==> src/rtl/keypad_pkg.sv <==
// Shared definitions for the 4x4 keypad scanner and its key-code consumers.
// Row strobes, FSM/frame enums, code mapping and the seven-segment glyph table.
package keypad_pkg;

    typedef enum logic [1:0] {
        IDLE     = 2'd0,
        PRESS_DB = 2'd1,
        HELD     = 2'd2,
        REL_DB   = 2'd3
    } key_state_t;

    typedef enum logic [1:0] {
        NONE   = 2'd0,
        SINGLE = 2'd1,
        MULTI  = 2'd2
    } frame_kind_t;

    localparam logic [3:0] ROW_STROBE_0 = 4'b1110;
    localparam logic [3:0] ROW_STROBE_1 = 4'b1101;
    localparam logic [3:0] ROW_STROBE_2 = 4'b1011;
    localparam logic [3:0] ROW_STROBE_3 = 4'b0111;

    // Segment order {g,f,e,d,c,b,a}, active high, indexed by key code.
    localparam logic [6:0] SEG7_MAP [16] = '{
        7'h3F, 7'h06, 7'h5B, 7'h4F, 7'h66, 7'h6D, 7'h7D, 7'h07,
        7'h7F, 7'h6F, 7'h77, 7'h7C, 7'h39, 7'h5E, 7'h79, 7'h71
    };

    function automatic logic [3:0] row_strobe(input logic [1:0] slot);
        logic [3:0] strobe;
        case (slot)
            2'd0:    strobe = ROW_STROBE_0;
            2'd1:    strobe = ROW_STROBE_1;
            2'd2:    strobe = ROW_STROBE_2;
            default: strobe = ROW_STROBE_3;
        endcase
        return strobe;
    endfunction

    // Row 3 col 3 wraps to code 0, matching the printed keypad legend.
    function automatic logic [3:0] key_code_of(input logic [1:0] r, input logic [1:0] c);
        return {r, c} + 4'd1;
    endfunction

endpackage

==> src/rtl/keypad_frame_capture.sv <==
// Row-strobe rotation, slot divider and per-slot column sampling.
// Summarises each 4-slot frame as NONE / SINGLE(code) / MULTI on its last cycle.
module keypad_frame_capture
    import keypad_pkg::*;
#(
    parameter int SCAN_DIV = 1000
) (
    input  logic        clk,
    input  logic        reset,
    output logic [3:0]  row,
    input  logic [3:0]  col,
    output logic        frame_done,
    output frame_kind_t frame_kind,
    output logic [3:0]  frame_code
);

    localparam int DW = $clog2(SCAN_DIV);
    localparam logic [DW-1:0] DIV_LAST = DW'(SCAN_DIV - 1);

    logic [DW-1:0] div;
    logic [1:0]    slot;
    logic [1:0]    slot_next;
    logic          sample;
    logic [1:0]    low_acc;
    logic [3:0]    code_acc;
    logic [1:0]    sample_lows;
    logic [1:0]    col_idx;
    logic [1:0]    low_total;
    logic [3:0]    code_total;
    logic [2:0]    low_sum;
    int            lows;

    assign sample    = (div == DIV_LAST);
    assign slot_next = slot + 2'd1;

    always_comb begin
        lows        = $countones(~col);
        sample_lows = (lows >= 2) ? 2'd2 : 2'(lows);
        col_idx     = 2'd0;
        for (int i = 3; i >= 0; i--) begin
            if (!col[i]) col_idx = 2'(i);
        end
        // Low-bit count saturates at 2: anything beyond one is already MULTI.
        low_sum    = {1'b0, low_acc} + {1'b0, sample_lows};
        low_total  = (low_sum >= 3'd2) ? 2'd2 : low_sum[1:0];
        code_total = (low_acc != 2'd0) ? code_acc : key_code_of(slot, col_idx);
    end

    always_comb begin
        frame_done = sample && (slot == 2'd3);
        frame_code = code_total;
        case (low_total)
            2'd0:    frame_kind = NONE;
            2'd1:    frame_kind = SINGLE;
            default: frame_kind = MULTI;
        endcase
    end

    always_ff @(posedge clk or posedge reset) begin
        if (reset) begin
            div      <= '0;
            slot     <= 2'd0;
            row      <= ROW_STROBE_0;
            low_acc  <= 2'd0;
            code_acc <= 4'd0;
        end else if (sample) begin
            div  <= '0;
            slot <= slot_next;
            row  <= row_strobe(slot_next);
            if (slot == 2'd3) begin
                low_acc  <= 2'd0;
                code_acc <= 4'd0;
            end else begin
                low_acc  <= low_total;
                code_acc <= code_total;
            end
        end else begin
            div <= div + 1'b1;
        end
    end

endmodule

==> src/rtl/keypad_scan_ctrl.sv <==
// Keypad scan controller: frame-level debounce FSM and one-deep key event register.
// state    | meaning
// IDLE     | no key confirmed; waiting for a SINGLE frame
// PRESS_DB | candidate key seen in cnt consecutive SINGLE frames
// HELD     | key confirmed and reported; waiting for a NONE frame
// REL_DB   | key released for cnt consecutive NONE frames
module keypad_scan_ctrl
    import keypad_pkg::*;
#(
    parameter int SCAN_DIV       = 1000,
    parameter int DEBOUNCE_SCANS = 4
) (
    input  logic       clk,
    input  logic       reset,
    output logic [3:0] row,
    input  logic [3:0] col,
    output logic [3:0] key_code,
    output logic       key_valid,
    input  logic       key_ready,
    output logic       key_down,
    output logic       overrun
);

    localparam int CW = $clog2(DEBOUNCE_SCANS + 1);
    localparam logic [CW-1:0] DB_LAST = CW'(DEBOUNCE_SCANS);
    localparam logic [CW-1:0] CNT_ONE = CW'(1);

    logic        frame_done;
    frame_kind_t frame_kind;
    logic [3:0]  frame_code;

    key_state_t  state, state_n;
    logic [CW-1:0] cnt, cnt_n, cnt_inc;
    logic [3:0]  cand, cand_n;
    logic        emit;

    keypad_frame_capture #(
        .SCAN_DIV (SCAN_DIV)
    ) u_capture (
        .clk        (clk),
        .reset      (reset),
        .row        (row),
        .col        (col),
        .frame_done (frame_done),
        .frame_kind (frame_kind),
        .frame_code (frame_code)
    );

    always_ff @(posedge clk or posedge reset) begin
        if (reset) begin
            state <= IDLE;
            cnt   <= '0;
            cand  <= 4'd0;
        end else begin
            state <= state_n;
            cnt   <= cnt_n;
            cand  <= cand_n;
        end
    end

    always_comb begin
        state_n = state;
        cnt_n   = cnt;
        cand_n  = cand;
        emit    = 1'b0;
        cnt_inc = (cnt == DB_LAST) ? cnt : cnt + 1'b1;
        if (frame_done) begin
            case (state)
                IDLE: begin
                    if (frame_kind == SINGLE) begin
                        cand_n = frame_code;
                        if (CNT_ONE >= DB_LAST) begin
                            emit    = 1'b1;
                            state_n = HELD;
                            cnt_n   = '0;
                        end else begin
                            state_n = PRESS_DB;
                            cnt_n   = CNT_ONE;
                        end
                    end
                end
                PRESS_DB: begin
                    if (frame_kind == SINGLE && frame_code == cand) begin
                        if (cnt_inc >= DB_LAST) begin
                            emit    = 1'b1;
                            state_n = HELD;
                            cnt_n   = '0;
                        end else begin
                            cnt_n = cnt_inc;
                        end
                    end else if (frame_kind == SINGLE) begin
                        // A different key restarts the count rather than aborting.
                        cand_n = frame_code;
                        cnt_n  = CNT_ONE;
                    end else begin
                        state_n = IDLE;
                        cnt_n   = '0;
                    end
                end
                HELD: begin
                    if (frame_kind == NONE) begin
                        if (CNT_ONE >= DB_LAST) begin
                            state_n = IDLE;
                            cnt_n   = '0;
                        end else begin
                            state_n = REL_DB;
                            cnt_n   = CNT_ONE;
                        end
                    end
                end
                REL_DB: begin
                    if (frame_kind == NONE) begin
                        if (cnt_inc >= DB_LAST) begin
                            state_n = IDLE;
                            cnt_n   = '0;
                        end else begin
                            cnt_n = cnt_inc;
                        end
                    end else begin
                        state_n = HELD;
                        cnt_n   = '0;
                    end
                end
                default: begin
                    state_n = IDLE;
                    cnt_n   = '0;
                end
            endcase
        end
    end

    assign key_down = (state == HELD) || (state == REL_DB);

    // A press that finds the slot still occupied is dropped; the old event wins.
    always_ff @(posedge clk or posedge reset) begin
        if (reset) begin
            key_code  <= 4'd0;
            key_valid <= 1'b0;
            overrun   <= 1'b0;
        end else begin
            overrun <= 1'b0;
            if (emit) begin
                if (!key_valid || key_ready) begin
                    key_code  <= frame_code;
                    key_valid <= 1'b1;
                end else begin
                    overrun <= 1'b1;
                end
            end else if (key_valid && key_ready) begin
                key_valid <= 1'b0;
            end
        end
    end

endmodule
==> config.mk <==
export PLATFORM = sky130hd
export DESIGN_NAME = keypad_scan_ctrl
export DESIGN_NICKNAME = d
export VERILOG_FILES = /design/src/rtl/keypad_pkg.sv /design/src/rtl/keypad_frame_capture.sv /design/src/rtl/keypad_scan_ctrl.sv
export SDC_FILE = /design/constraint.sdc
export NUM_CORES = 1
export LEC_CHECK = 0
export CAP_MARGIN = 30
export CELL_PAD_IN_SITES_DETAIL_PLACEMENT = 1
export CELL_PAD_IN_SITES_GLOBAL_PLACEMENT = 1
export CORE_ASPECT_RATIO = 1.5
export CORE_MARGIN = 4
export CORE_UTILIZATION = 45
export CTS_CLUSTER_DIAMETER = 60
export DETAILED_ROUTE_END_ITERATION = 10
export PLACE_DENSITY_LB_ADDON = 0.25
export SLEW_MARGIN = 40
export SYNTH_ARGS = -nofsm -noshare
export SYNTH_HDL_FRONTEND = slang
export SYNTH_HIERARCHICAL = 1
export SYNTH_SLANG_ARGS = --single-unit
==> constraint.sdc <==
create_clock -name clk -period 3.1 [get_ports clk]
set_input_delay 0.62 -clock clk [delete_from_list [all_inputs] [get_ports clk]]
set_output_delay 0.62 -clock clk [all_outputs]
set_load 0.01 [all_outputs]
# Word level (Yosys, flattened, before mapping)
# Cells that the tools add are included.
[classes]
addsub = 8
n_mul = 0
div_mod_pow = 0
order_cmp = 3
eq_ne = 18
shifts = 0
muxes = 40
bitwise_logic = 1
n_reduce_logical = 18
[op_table]
columns = ["op", "n"]
rows = [
  ["$add 32x32->32", 1],
  ["$ge 32x3->1 const B", 1],
  ["$mux 2", 14],
  ["$mux 3", 6],
  ["$mux 4", 4],
  ["$pmux 3 s4", 1],
  ["$pmux 4 s3", 1],
  ["$add 10x1->10 const B", 1],
  ["$eq 10x10->1 const B", 1],
  ["$mux 1", 10],
  ["$mux 10", 1],
  ["$ne 3x3->1 const B", 3],
  ["$eq 2x1->1 const B", 4],
  ["$eq 2x2->1 const B", 4],
  ["$logic_not 2->1", 4],
  ["$pmux 2 s4", 1],
  ["$pmux 4 s2", 1],
  ["$ne 2x2->1 const B", 3],
  ["$reduce_and 3->1", 2],
  ["$reduce_and 6->1", 1],
  ["$reduce_bool 2->1", 3],
  ["$add 1x1->2", 2],
  ["$add 4x1->4 const B", 1],
  ["$eq 4x4->1", 1],
  ["13 further kinds", 17],
]
[totals]
register_bits = 37
latch_bits = 0
ram_bits = 0
romBits = 0
in_bits = 7
n_memories = 0

# Longest topological paths before layout
[logic_depth]
word_depth = 17
mapped_depth = 16
mapped_depth_nobuf = 15

# Hierarchy
# Netlist, hierarchy kept.
[modules_own_cells]
columns = ["module", "instances", "cells_each", "area_each_um2", "seq_area_each_um2"]
rows = [
  ["keypad_frame_capture", 1, 127, 1281.2, 554.3],
  ["keypad_scan_ctrl", 1, 66, 768.2, 375.4],
]

# Least setup slack after synthesis
# Ideal clock, no wire load.
[synth_timing]
path_type = "input -> register"
startpoint = "in col[0]"
endpoint = "reg key_code[1]"
setup_ns = 0.125
arrival_time_ns = 3.420
required_time_ns = 2.975
setup_slack_ns = -0.445
cell_stages = 16
n_path_buf = 1
path_cell_list = "fa_1 -> inv_1 -> ha_1 -> inv_1 -> ha_1 -> and2_1 -> ha_1 -> inv_1 -> fa_1 -> nand3_1 -> inv_1 -> and4bb_1 -> buf_4 -> nand3_4 -> nor3_4 -> mux2_2"
[synth_between]
elab_chain_len = 16
elab_cells_between_ends = 21
classes_between = "add/sub (4); order compare (2); eq/ne (3); mux (8); bitwise (1); reduce/logical (3)"
[synth_lines]
columns = ["item", "line_no", "source"]
rows = [
  ["from (decl)", "keypad_scan_ctrl.sv:16", "input logic [3:0] col,"],
  ["$not 4->4 *", "keypad_frame_capture.sv:37", "lows = $countones(~col);"],
  ["$add 1x1->2 (implied by the code) *", "keypad_frame_capture.sv:37", ""],
  ["$add 32x32->32 (implied by the code) *", "keypad_frame_capture.sv:37", ""],
  ["$ge 32x3->1", "keypad_frame_capture.sv:38", "sample_lows = (lows >= 2) ? 2'd2 : 2'(lows);"],
  ["$mux 2 *", "keypad_frame_capture.sv:38", ""],
  ["$add 2x2->3 *", "keypad_frame_capture.sv:44", "low_sum = {1'b0, low_acc} + {1'b0, sample_lows};"],
  ["$ge 3x2->1", "keypad_frame_capture.sv:45", "low_total = (low_sum >= 3'd2) ? 2'd2 : low_sum[1:0];"],
  ["$mux 2 *", "keypad_frame_capture.sv:45", ""],
  ["$eq 2x1->1 / $logic_not 2->1 (equally long branches)", "keypad_frame_capture.sv:52", "case (low_total)"],
  ["$pmux 2 s2 *", "keypad_frame_capture.sv:52", ""],
  ["via frame_kind[0]", "keypad_scan_ctrl.sv:29", "frame_kind_t frame_kind;"],
  ["$eq 2x1->1 *", "keypad_scan_ctrl.sv:83", "if (frame_kind == SINGLE && frame_code == cand) begin"],
  ["$logic_and 1x1->1 *", "keypad_scan_ctrl.sv:83", ""],
  ["$mux 1 *", "keypad_scan_ctrl.sv:83", ""],
  ["$mux 1 *", "keypad_scan_ctrl.sv:68", "case (state)"],
  ["$mux 1 *", "keypad_scan_ctrl.sv:67", "if (frame_done) begin"],
  ["$reduce_and 2->1 (no source line) *", "n/a", ""],
  ["to (signal assigned)", "keypad_scan_ctrl.sv:144", "key_code <= frame_code;"],
  ["to (decl)", "keypad_scan_ctrl.sv:17", "output logic [3:0] key_code,"],
]
# The timed path passes the listed nets; every way through them passes the cells marked *.
# A chain may end at the register's enable or synchronous reset.

# Worst setup path in the final report
[layout_timing]
startpoint = "in col[3]"
endpoint = "reg key_code[2]"
# Same word-level chain as after synthesis.

==> run metrics <==
status complete, but fails checks; failing checks negative setup slack; initial antenna violation count 0; type of destination of the critical path flip-flop; maxcap violations 0; pin count of the biggest net entering global routing 23; Warnings, synthesis 6; post-synthesis compound-gate area fraction 0.109; mapped cell area approximately 2000 sq um; PortBufs 17; cells after synthesis 193; Initial Utilization 0.475; Worst Tran Pin Value 0.675 ns; Clock Tree Buf Depth 2; FP Rows 29; Cell Count, Final, Fillers Out between 200 and 300; routability cong. 0.758; type of the worst setup path input port to flip-flop; DR pass1 iterations 3; drt wl/cell 17.1 um; vias per inst 5.52; Synth Flop Type dfrtp_1; Mapped Nets 214; CTS tree done; fin. max-slew vios 0; Num Clock Sinks 37; RSZ-0062 raised after global routing true; Die X 63.1 um; CTS Buf Count 5; first-pass GRT wire length 8450 um; Simple-Gate Fraction of Synth Area 0.204; leakage power between 1 and 1.5 nW; VDD IR max 0.000212 V; worst hold path class flip-flop to flip-flop; post-synthesis cell type count 47; Final period util 1.09; Yosys top cell area share 0.415; Max Freq about 0.3 GHz; Post-Synth Adder-Cell Area 0.0928; Seq. cell area approximately 930 sq um; register area share after synthesis 0.454; Hold WS 0.478 ns; crit-path max FO 4; Final nets roughly 260; Final Hold Fails 0; Req. time, crit path ~3.3 ns; FF+latch count, synth 37; post-route ant nets 0; placed insts 268; XOR/XNOR Fraction of Synth Area 0.0598; CP Launch Type input port; Detailed Place HPWL 3340 um; remaining global-route overflow 0; setup TNS -2.77 ns; top post-synthesis cells by area dfrtp_1 42%, ha_1 7.3%, xnor2_1 4.3%; Worst-path clk slew 0.07 ns; Core Region 4320 sq um; Rel. slew slack 0.547; vias in the first global route 1,780; syn avg cell area approximately 11 sq um; setup slack after layout -0.266 ns; Total Power 0.911 mW; clock skew just over 0.006 ns; DRC violations left 0; die area between 5000 and 6000 sq um; Final min period 3.37 ns; Initial DRC Count 32; antenna cells 0; root buf cell clkbuf_8; post-synthesis mux area share 0.0440; multi-input logic area 1160 sq um; ys async rst share 1.00; most area-hungry cell type in the Yosys netlist dfrtp_1; WP data arrival 3.54 ns; worst skew pair latency a little under 0.3 ns; Setup-failing EPs final 13; fill cell count ~460; PwrDens roughly 350 nW/um^2; via count 1,552; Area Growth Syn to Fin 28.6%; largest family of logic cells by synthesized area simple AND/OR/NAND/NOR gates; Clock H-tree levels 2; die height 90.7 um; Post-synth EDFFs 0; GRT Total Usage 0.186; Routed WL 4800 um; # IOs 18; share of layout cells above drive strength 1 0.289
## cell usage after synthesis (2+ instances only)
| library cell | instances |
|---|---|
| mux2_2 | 7 |
| nand2_1 | 17 |
| nor2_1 | 11 |
| o21ai_0 | 12 |
| inv_1 | 14 |
| xnor2_1 | 10 |
| nand2b_1 | 3 |
| nor2b_1 | 5 |
| a21oi_1 | 4 |
| nor3_1 | 2 |
| nand3_1 | 5 |
| o211ai_1 | 2 |
| dfstp_2 | 3 |
| ha_1 | 12 |
| and4_1 | 2 |
| buf_4 | 2 |
| nand3b_1 | 3 |
| and2_1 | 7 |
| and3_1 | 4 |
| a21o_1 | 2 |
| a22o_1 | 2 |
| xor2_1 | 4 |
| dfrtp_1 | 34 |
| fa_1 | 2 |
| nand4_1 | 2 |
## kinds of logic after synthesis
family                     Yosys count
and+or+nand+nor                     69
adders and majority gates           14
AOI/OAI and AO/OA                   33
DFF                                 37
xor gates and xnor gates            14
muxes                                8
buffers and inverters               18
## final cells by class
cell class	instances	share of cell area
multi-input cells	138	0.440
flip-flops and latches	37	0.353
repair buffers	38	0.134
clock buffers	6	0.0275
well taps	46	0.0218
inverters	14	0.0199
clock inverters	2	0.00380
## worst max-delay path, stage by stage
cell	delay (ns)
buf_8	0.10
fa_1	0.53
inv_1	0.04
ha_2	0.16
inv_2	0.06
ha_4	0.12
and2_4	0.13
ha_4	0.12
inv_2	0.03
fa_1	0.51
nand3_2	0.10
inv_2	0.06
and4bb_2	0.27
nand3_4	0.08
nor3_4	0.26
mux2_4	0.33
## routing by layer
layer / track usage / share of wire / up-vias
li1: - / - / 738
met1: 0.198 / 0.39 / 782
met2: 0.348 / 0.57 / 22
met3: 0.0286 / 0.017 / 10
met4: 0.0902 / 0.024 / 0
met5: 0 / 0 / -
## path summary, 6_finish.rpt
kind                                       startpoint               endpoint  slack [ns]  cells after the start
worst max-delay path                           col[3]            key_code[2]       -0.27                     16
worst min-delay path            u_capture/code_acc[2]  u_capture/code_acc[2]        0.48                      1
worst max register to register       u_capture/div[0]            key_code[2]        0.56                      8
worst min register to register  u_capture/code_acc[2]  u_capture/code_acc[2]        0.48                      1
max in group asynchronous                       reset                cand[0]        1.97                      2
min in group asynchronous                       reset       u_capture/div[8]        0.70                      2
## sequential cells by signal (all words and copies together), names as in the netlist
name,flops
u_capture/slot,2
overrun,1
key_code,4
key_valid,1
u_capture/row,4
u_capture/div,10
cnt,3
u_capture/code_acc,4
state,2
u_capture/low_acc,2
cand,4
## where the power goes
group / internal, mW / total (mW) / switching, mW
Sequential: 0.483 / 0.483 / 0
Combinational: 0.0516 / 0.101 / 0.0496
Clock: 0.156 / 0.327 / 0.171
## stage by stage
stage	setup slack, ns	cell area (sq um)	utilization
floorplan	-0.414	2060	-
global placement	-0.910	2380	0.551
detailed placement	-1.04	2380	0.551
CTS	-0.366	2560	0.594
global route	-0.411	2640	0.610
finish	-0.266	2640	0.610
## layout by cell type, fill, tap and decap left out, types with 2 or more instances in the layout
| cell | instances |
|---|---|
| inv_2 | 4 |
| nand2b_1 | 3 |
| nor2_1 | 9 |
| nand4_1 | 2 |
| clkdlybuf4s50_1 | 14 |
| and2_1 | 6 |
| nand3_1 | 4 |
| and4_1 | 2 |
| nor2_2 | 2 |
| o21ai_0 | 11 |
| mux2_4 | 8 |
| buf_6 | 4 |
| inv_1 | 10 |
| nor3_2 | 2 |
| fa_1 | 2 |
| xnor2_1 | 9 |
| dfstp_2 | 3 |
| buf_4 | 17 |
| nand2_1 | 15 |
| and3_1 | 4 |
| o21ai_1 | 2 |
| nand2_2 | 2 |
| a22o_1 | 2 |
| nand3b_1 | 3 |
| o211ai_1 | 2 |
| clkbuf_8 | 5 |
| clkinv_2 | 2 |
| a21oi_1 | 4 |
| dfrtp_1 | 34 |
| xor2_1 | 4 |
| nor2b_1 | 4 |
| ha_1 | 9 |
| ha_4 | 2 |
| a21o_1 | 2 |
## what timing repair did
action,CTS,global route
setup buffers,4,3
resized for setup,34,15
pin swaps,5,7
endpoints found under the setup margin,17,15
cloned,0,0
hold buffers,0,0
Power figures use the tool's default switching activity.
